===== config.mk =====
export PLATFORM = sky130hd
export DESIGN_NAME = uart_tx_8n1
export DESIGN_NICKNAME = d
export VERILOG_FILES = /design/src/rtl/uart_tx_8n1.sv
export SDC_FILE = /design/constraint.sdc
export NUM_CORES = 1
export LEC_CHECK = 0
export CAP_MARGIN = 25
export CORE_AREA = 2 2 59 61
export CTS_CLUSTER_SIZE = 8
export DETAILED_ROUTE_END_ITERATION = 12
export DIE_AREA = 0 0 61 63
export PLACE_DENSITY = 0.75
export SYNTH_ARGS = -nofsm -noshare
export SYNTH_HDL_FRONTEND = slang
export SYNTH_SLANG_ARGS = --single-unit

===== constraint.sdc =====
create_clock -name clk -period 2.8 [get_ports clk]
set_input_delay 0.7 -clock clk [delete_from_list [all_inputs] [get_ports clk]]
set_output_delay 0.7 -clock clk [all_outputs]
set_load 0.05 [all_outputs]

===== src/rtl/uart_tx_8n1.sv =====
// 8N1 serial transmitter: one byte per valid/ready handshake, shifted out LSB first
// with bit timing derived from CLOCK_FREQ/BAUD_RATE.
module uart_tx_8n1 #(
  parameter int BAUD_RATE  = 115200,
  parameter int CLOCK_FREQ = 50000000
) (
  input  logic       clk,
  input  logic       rst,
  input  logic [7:0] tx_data,
  input  logic       tx_start,
  output logic       tx_ready,
  output logic       tx_busy,
  output logic       tx_done,
  output logic       uart_tx
);

  localparam int          CLKS_PER_BIT = CLOCK_FREQ / BAUD_RATE;
  localparam logic [15:0] CNT_LAST     = 16'(CLKS_PER_BIT - 1);

  generate
    if (CLKS_PER_BIT < 2 || CLKS_PER_BIT > 65535) begin : g_bad_baud
      $fatal(1, "uart_tx_8n1: CLKS_PER_BIT=%0d must be within 2..65535", CLKS_PER_BIT);
    end
  endgenerate

  typedef enum logic [1:0] {
    IDLE  = 2'b00,
    START = 2'b01,
    DATA  = 2'b10,
    STOP  = 2'b11
  } state_t;

  state_t      state_reg, state_next;
  logic [15:0] clk_count_reg, clk_count_next;
  logic [2:0]  bit_index_reg, bit_index_next;
  logic [7:0]  shift_reg, shift_next;
  logic        tx_reg, tx_next;
  logic        done_reg, done_next;
  logic        bit_end;

  assign bit_end = (clk_count_reg == CNT_LAST);

  always_ff @(posedge clk) begin
    if (rst) begin
      state_reg     <= IDLE;
      clk_count_reg <= 16'd0;
      bit_index_reg <= 3'd0;
      shift_reg     <= 8'd0;
      tx_reg        <= 1'b1;
      done_reg      <= 1'b0;
    end else begin
      state_reg     <= state_next;
      clk_count_reg <= clk_count_next;
      bit_index_reg <= bit_index_next;
      shift_reg     <= shift_next;
      tx_reg        <= tx_next;
      done_reg      <= done_next;
    end
  end

  always_comb begin
    state_next     = state_reg;
    clk_count_next = clk_count_reg;
    bit_index_next = bit_index_reg;
    shift_next     = shift_reg;
    done_next      = 1'b0;
    tx_next        = 1'b1;

    case (state_reg)
      IDLE: begin
        if (tx_start) begin
          shift_next     = tx_data;
          clk_count_next = 16'd0;
          bit_index_next = 3'd0;
          state_next     = START;
        end
      end
      START: begin
        if (bit_end) begin
          clk_count_next = 16'd0;
          state_next     = DATA;
        end else begin
          clk_count_next = clk_count_reg + 16'd1;
        end
      end
      DATA: begin
        if (bit_end) begin
          clk_count_next = 16'd0;
          bit_index_next = bit_index_reg + 3'd1;  // wraps to 0 after bit 7
          if (bit_index_reg == 3'd7) begin
            state_next = STOP;
          end
        end else begin
          clk_count_next = clk_count_reg + 16'd1;
        end
      end
      STOP: begin
        if (bit_end) begin
          clk_count_next = 16'd0;
          state_next     = IDLE;
          done_next      = 1'b1;
        end else begin
          clk_count_next = clk_count_reg + 16'd1;
        end
      end
      default: state_next = IDLE;
    endcase

    // Line level is chosen from the upcoming state so it changes on the edge entering each bit.
    case (state_next)
      START:   tx_next = 1'b0;
      DATA:    tx_next = shift_next[bit_index_next];
      default: tx_next = 1'b1;
    endcase
  end

  assign tx_ready = (state_reg == IDLE);
  assign tx_busy  = ~tx_ready;
  assign tx_done  = done_reg;
  assign uart_tx  = tx_reg;

endmodule


---- Word level (Yosys, flattened, before mapping) ----
Cells that the tools add are included.
storage, ports and cells
  register bits after elaboration ......... 31
cells by class
  add/sub/neg operators ................... 2
  $lt $le $gt $ge ......................... 1
  eq/ne operators ......................... 8
  mux-type cells .......................... 18
  bitwise gates (word level) .............. 2
  reduce and logical (&&, ||, !) cells .... 3
operators with widths
  cell                   count
  $mux 16                2
  $pmux 16 s2            1
  $add 16x1->16 const B  1
  $eq 16x9->1 const B    1
  $mux 8                 2
  $mux 2                 5
  $pmux 2 s4             1
  $eq 2x2->1 const B     3
  $mux 3                 2
  $pmux 3 s2             1
  $eq 2x1->1 const B     2
  $lt 3x4->1 const B     1
  $add 3x1->3 const B    1
  $bmux 1 s3             1
  $eq 3x3->1 const B     1
  $reduce_or 3->1        1
  $logic_not 2->1        1
  $mux 1                 2
  $ne 2x2->1 const B     1
  $not 1->1              2
  $pmux 1 s2             1
  $reduce_or 2->1        1

---- Depth between registers and ports, before layout ----
  word-level depth ........................ 6
  mapped depth ............................ 9

---- Least setup slack after synthesis ----
Ideal clock, no wire load.
  path kind ............................... register to register
  from .................................... reg state_reg[0]
  to ...................................... reg clk_count_reg[15]
  data arrival time ....................... 2.243 ns
  required time ........................... 2.709 ns
  slack ................................... 0.467 ns
  stages on the path, launching flop included .. 8
  path buffers ............................ 2
  clock period less this slack ............ 2.333 ns
  cell sequence ........................... dfxtp_1 > buf_2 > or2_2 > clkbuf_1 > inv_1 > nor2_2 > a41oi_1 > a311oi_1
RTL lines
  item                                              line  source
  from (decl)                                       33    state_t state_reg, state_next;
  from (signal assigned)                            52    state_reg <= state_next;
  $logic_not 2->1 *                                 --
  net tx_ready                                      11    output logic tx_ready,
  $pmux 16 s2 / $ne 2x2->1 (equally long branches)  --
  to (signal assigned)                              53    clk_count_reg <= clk_count_next;
  to (decl)                                         34    logic [15:0] clk_count_reg, clk_count_next;
Mark *: on every way through the listed nets, which the timed path passes. The rest lies on a longest branch.
A chain may end at the register's enable or synchronous reset.

---- Final worst setup path ----
  from .................................... reg state_reg[1]
  to ...................................... out tx_busy
on the way
  word-level cells in the longest chain between the ends .. 2
ends and longest elaborated chain
  item             line  source
  $logic_not 2->1  117   assign tx_ready = (state_reg == IDLE);
  $not 1->1        118   assign tx_busy = ~tx_ready;
  to (decl)        12    output logic tx_busy,
Every way passes these cells.

==> results.sh <==
export IMPL_status="complete, no violations"
export IMPL_avgSynthCellArea_um2=7.79
export IMPL_synth_top_area_frac=0.359
export IMPL_rsz0062_at_grt="no"
export IMPL_globalplace_congestion=0.886
export IMPL_synth_edf_count=0
export IMPL_start_util=0.535
export IMPL_drc=0
export IMPL_cp_start_kind="flip-flop"
export IMPL_p_sw_w=0.000230
export IMPL_arrival_ps=1860
export IMPL_hold_path_class="flip-flop to flip-flop"
export IMPL_viasPerCell=5.72
export IMPL_synth_area_leader_cell="dfxtp_1"
export IMPL_ir_drop_uv=284
export IMPL_ios=15
export IMPL_finClkSkew_ps=7.09
export IMPL_die_width_um=61
export IMPL_antenna_left=0
export IMPL_period_needed_ps=2560
export IMPL_area_delta_synth_final_pct=14.2
export IMPL_place_ws_ps=170
export IMPL_grt_pass1_vias=1400
export IMPL_tns_ps=0
export IMPL_antenna_found_initial=0
export IMPL_vias=1612
export IMPL_first_pass_iters=4
export IMPL_grt_usage=0.225
export IMPL_placementRows=21
export IMPL_yosysMostFrequentCell="dfxtp_1"
export IMPL_routedWlPerCell_um=13.3
export IMPL_synth_commonest_cells="dfxtp_1 (31), nand2_1 (30), nor2_1 (28)"
export IMPL_cts_htree_levels=2
export IMPL_p_total_w=0.000875
export IMPL_cts_path_max_buffers=2
export IMPL_cp_required_ps=2100
export IMPL_setup_violations=0
export IMPL_grt_max_degree=29
export IMPL_synth_nets=237
export IMPL_p_sw_frac=0.263
export IMPL_power_density_nw_per_um2=443
export IMPL_p_seq_frac=0.523
export IMPL_yosys_warnings=0
export IMPL_clk_latency_ps=340
export IMPL_routed_wl_um=3740
export IMPL_numCtsBuffers=5
export IMPL_ys_seq_area_frac=0.359
export IMPL_async_flop_share=0
export IMPL_path_clk_slew_ps=100
export IMPL_chipHeight_um=63
export IMPL_synth_flop_cell="dfxtp_1"
export IMPL_place_hpwl_um=2490
export IMPL_drive_gt1_frac=0.0847
export IMPL_root_buffer="clkbuf_4"
export IMPL_grt_pass1_wl_um=6560
export IMPL_critPathKind="flip-flop to output pin"
export IMPL_finalHoldViolations=0
export IMPL_core_um2=3230
export IMPL_max_cap_viol_count=0
export IMPL_synth_area_top_cells="dfxtp_1 (36%), a21oi_1 (7.2%), nand2_1 (6.5%)"
export IMPL_final_nets=250
export IMPL_cts_setup_buffers=0
export IMPL_drv_slew=0
export IMPL_syn_area_um2=1730
export IMPL_cts_hold_buf=0
export IMPL_clkPwrFrac=0.348
export IMPL_p_comb_frac=0.128
export IMPL_fp_dieArea_um2=3840
export IMPL_detail_route_iter0_violations=105
export IMPL_antenna_cells=0
export IMPL_cts_tree="built"
export IMPL_tightest_slew_ps=579
export IMPL_synthCells=222
export IMPL_worst_path_max_fanout=11
export IMPL_relSlewSlack=0.612
export IMPL_synthDistinctLibCells=43
export IMPL_end_kind="output pin"
export IMPL_power_internal_w=0.000645
export IMPL_fmaxAchievable_mhz=390
export IMPL_portBuffers=14
export IMPL_overflow=0
export IMPL_hold_worst_slack_ps=468
export IMPL_largest_reg_flops=16
export IMPL_rrSetupSlack_ps=550
export IMPL_clkSinkCount=31
export IMPL_p_leak_nw=0.704
export IMPL_fin_ws_ps=236
export IMPL_synth_seq_cells=31
export IMPL_finalCritPeriodShare=0.916
## through the flow
step | std cells | utilization | cell area [um2]
4_1_cts | 282 | 0.610 | 1970
2_1_floorplan | 222 | - | 1730
3_5_place_dp | 274 | 0.589 | 1900
3_3_place_gp | 274 | 0.589 | 1900
6_report | 282 | 0.611 | 1970
5_1_grt | 282 | 0.611 | 1970
## metal layers
layer / up-vias / part of all wire / wire length (um) / track usage
met5: - / 0 / 0 / 0
met4: 0 / 0.014 / 51 / 0.0761
met2: 35 / 0.42 / 1580 / 0.297
li1: 842 / - / - / -
met1: 730 / 0.51 / 1920 / 0.344
met3: 5 / 0.051 / 190 / 0.0683
## worst max-delay path: stages, from the launching register on
cell and delay, ps:
dfxtp_1 520, or2_2 210, clkdlybuf4s50_1 800
## logic make-up after synthesis
family                   share of synthesized area
AND/OR/NAND/NOR                              0.326
AO/OA/AOI/OAI                                0.235
adder cells (fa/ha/maj)                     0.0289
XOR/XNOR                                   0.00507
buffers and inverters                       0.0463
flip-flops                                   0.359
## cell usage in the layout (no fill, tap or decap), drive strengths merged, types with 3 or more instances in the layout
cell	n
dfxtp	31
nand2	30
nor2	29
a21oi	25
clkdlybuf4s50	13
o21ai	12
nand3	9
clkbuf	8
nor4	7
nor3b	6
buf	6
a211oi	5
a311oi	4
nor3	4
ha	4
inv	3
and4	3
and2	3
a31oi	3
o211ai	3
## power groups by stage
stage,combinational (W),sequential (W),clock [W]
3_5_place_dp,0.000112,0.000468,0
4_1_cts,0.000113,0.000458,0.000311
5_1_grt,0.000124,0.000459,0.000332
6_report,0.000112,0.000458,0.000305
2_1_floorplan,0.0000682,0.000471,0
3_3_place_gp,0.000112,0.000468,0
## area by class of cell
cell class | instances | area [um2]
clock buffers | 8 | 68.8
fillers | 296 | 1260
inverters | 3 | 11.3
multi-input cells | 174 | 1030
flip-flops and latches | 31 | 621
well taps | 46 | 57.6
repair buffers | 20 | 188
## path summary, 6_finish.rpt
path / start / endpoint / depth (start not counted)
max: state_reg[1] / tx_busy / 2
min: shift_reg[0] / shift_reg[0] / 2
max reg2reg: clk_count_reg[1] / uart_tx / 10
min reg2reg: shift_reg[0] / shift_reg[0] / 2
## what timing repair did
action | in CTS | in global routing
gates resized for setup | 0 | 1
endpoints found under the hold margin | 0 | 0
setup endpoints to repair | 0 | 1
(Power assumes the default switching activity.)
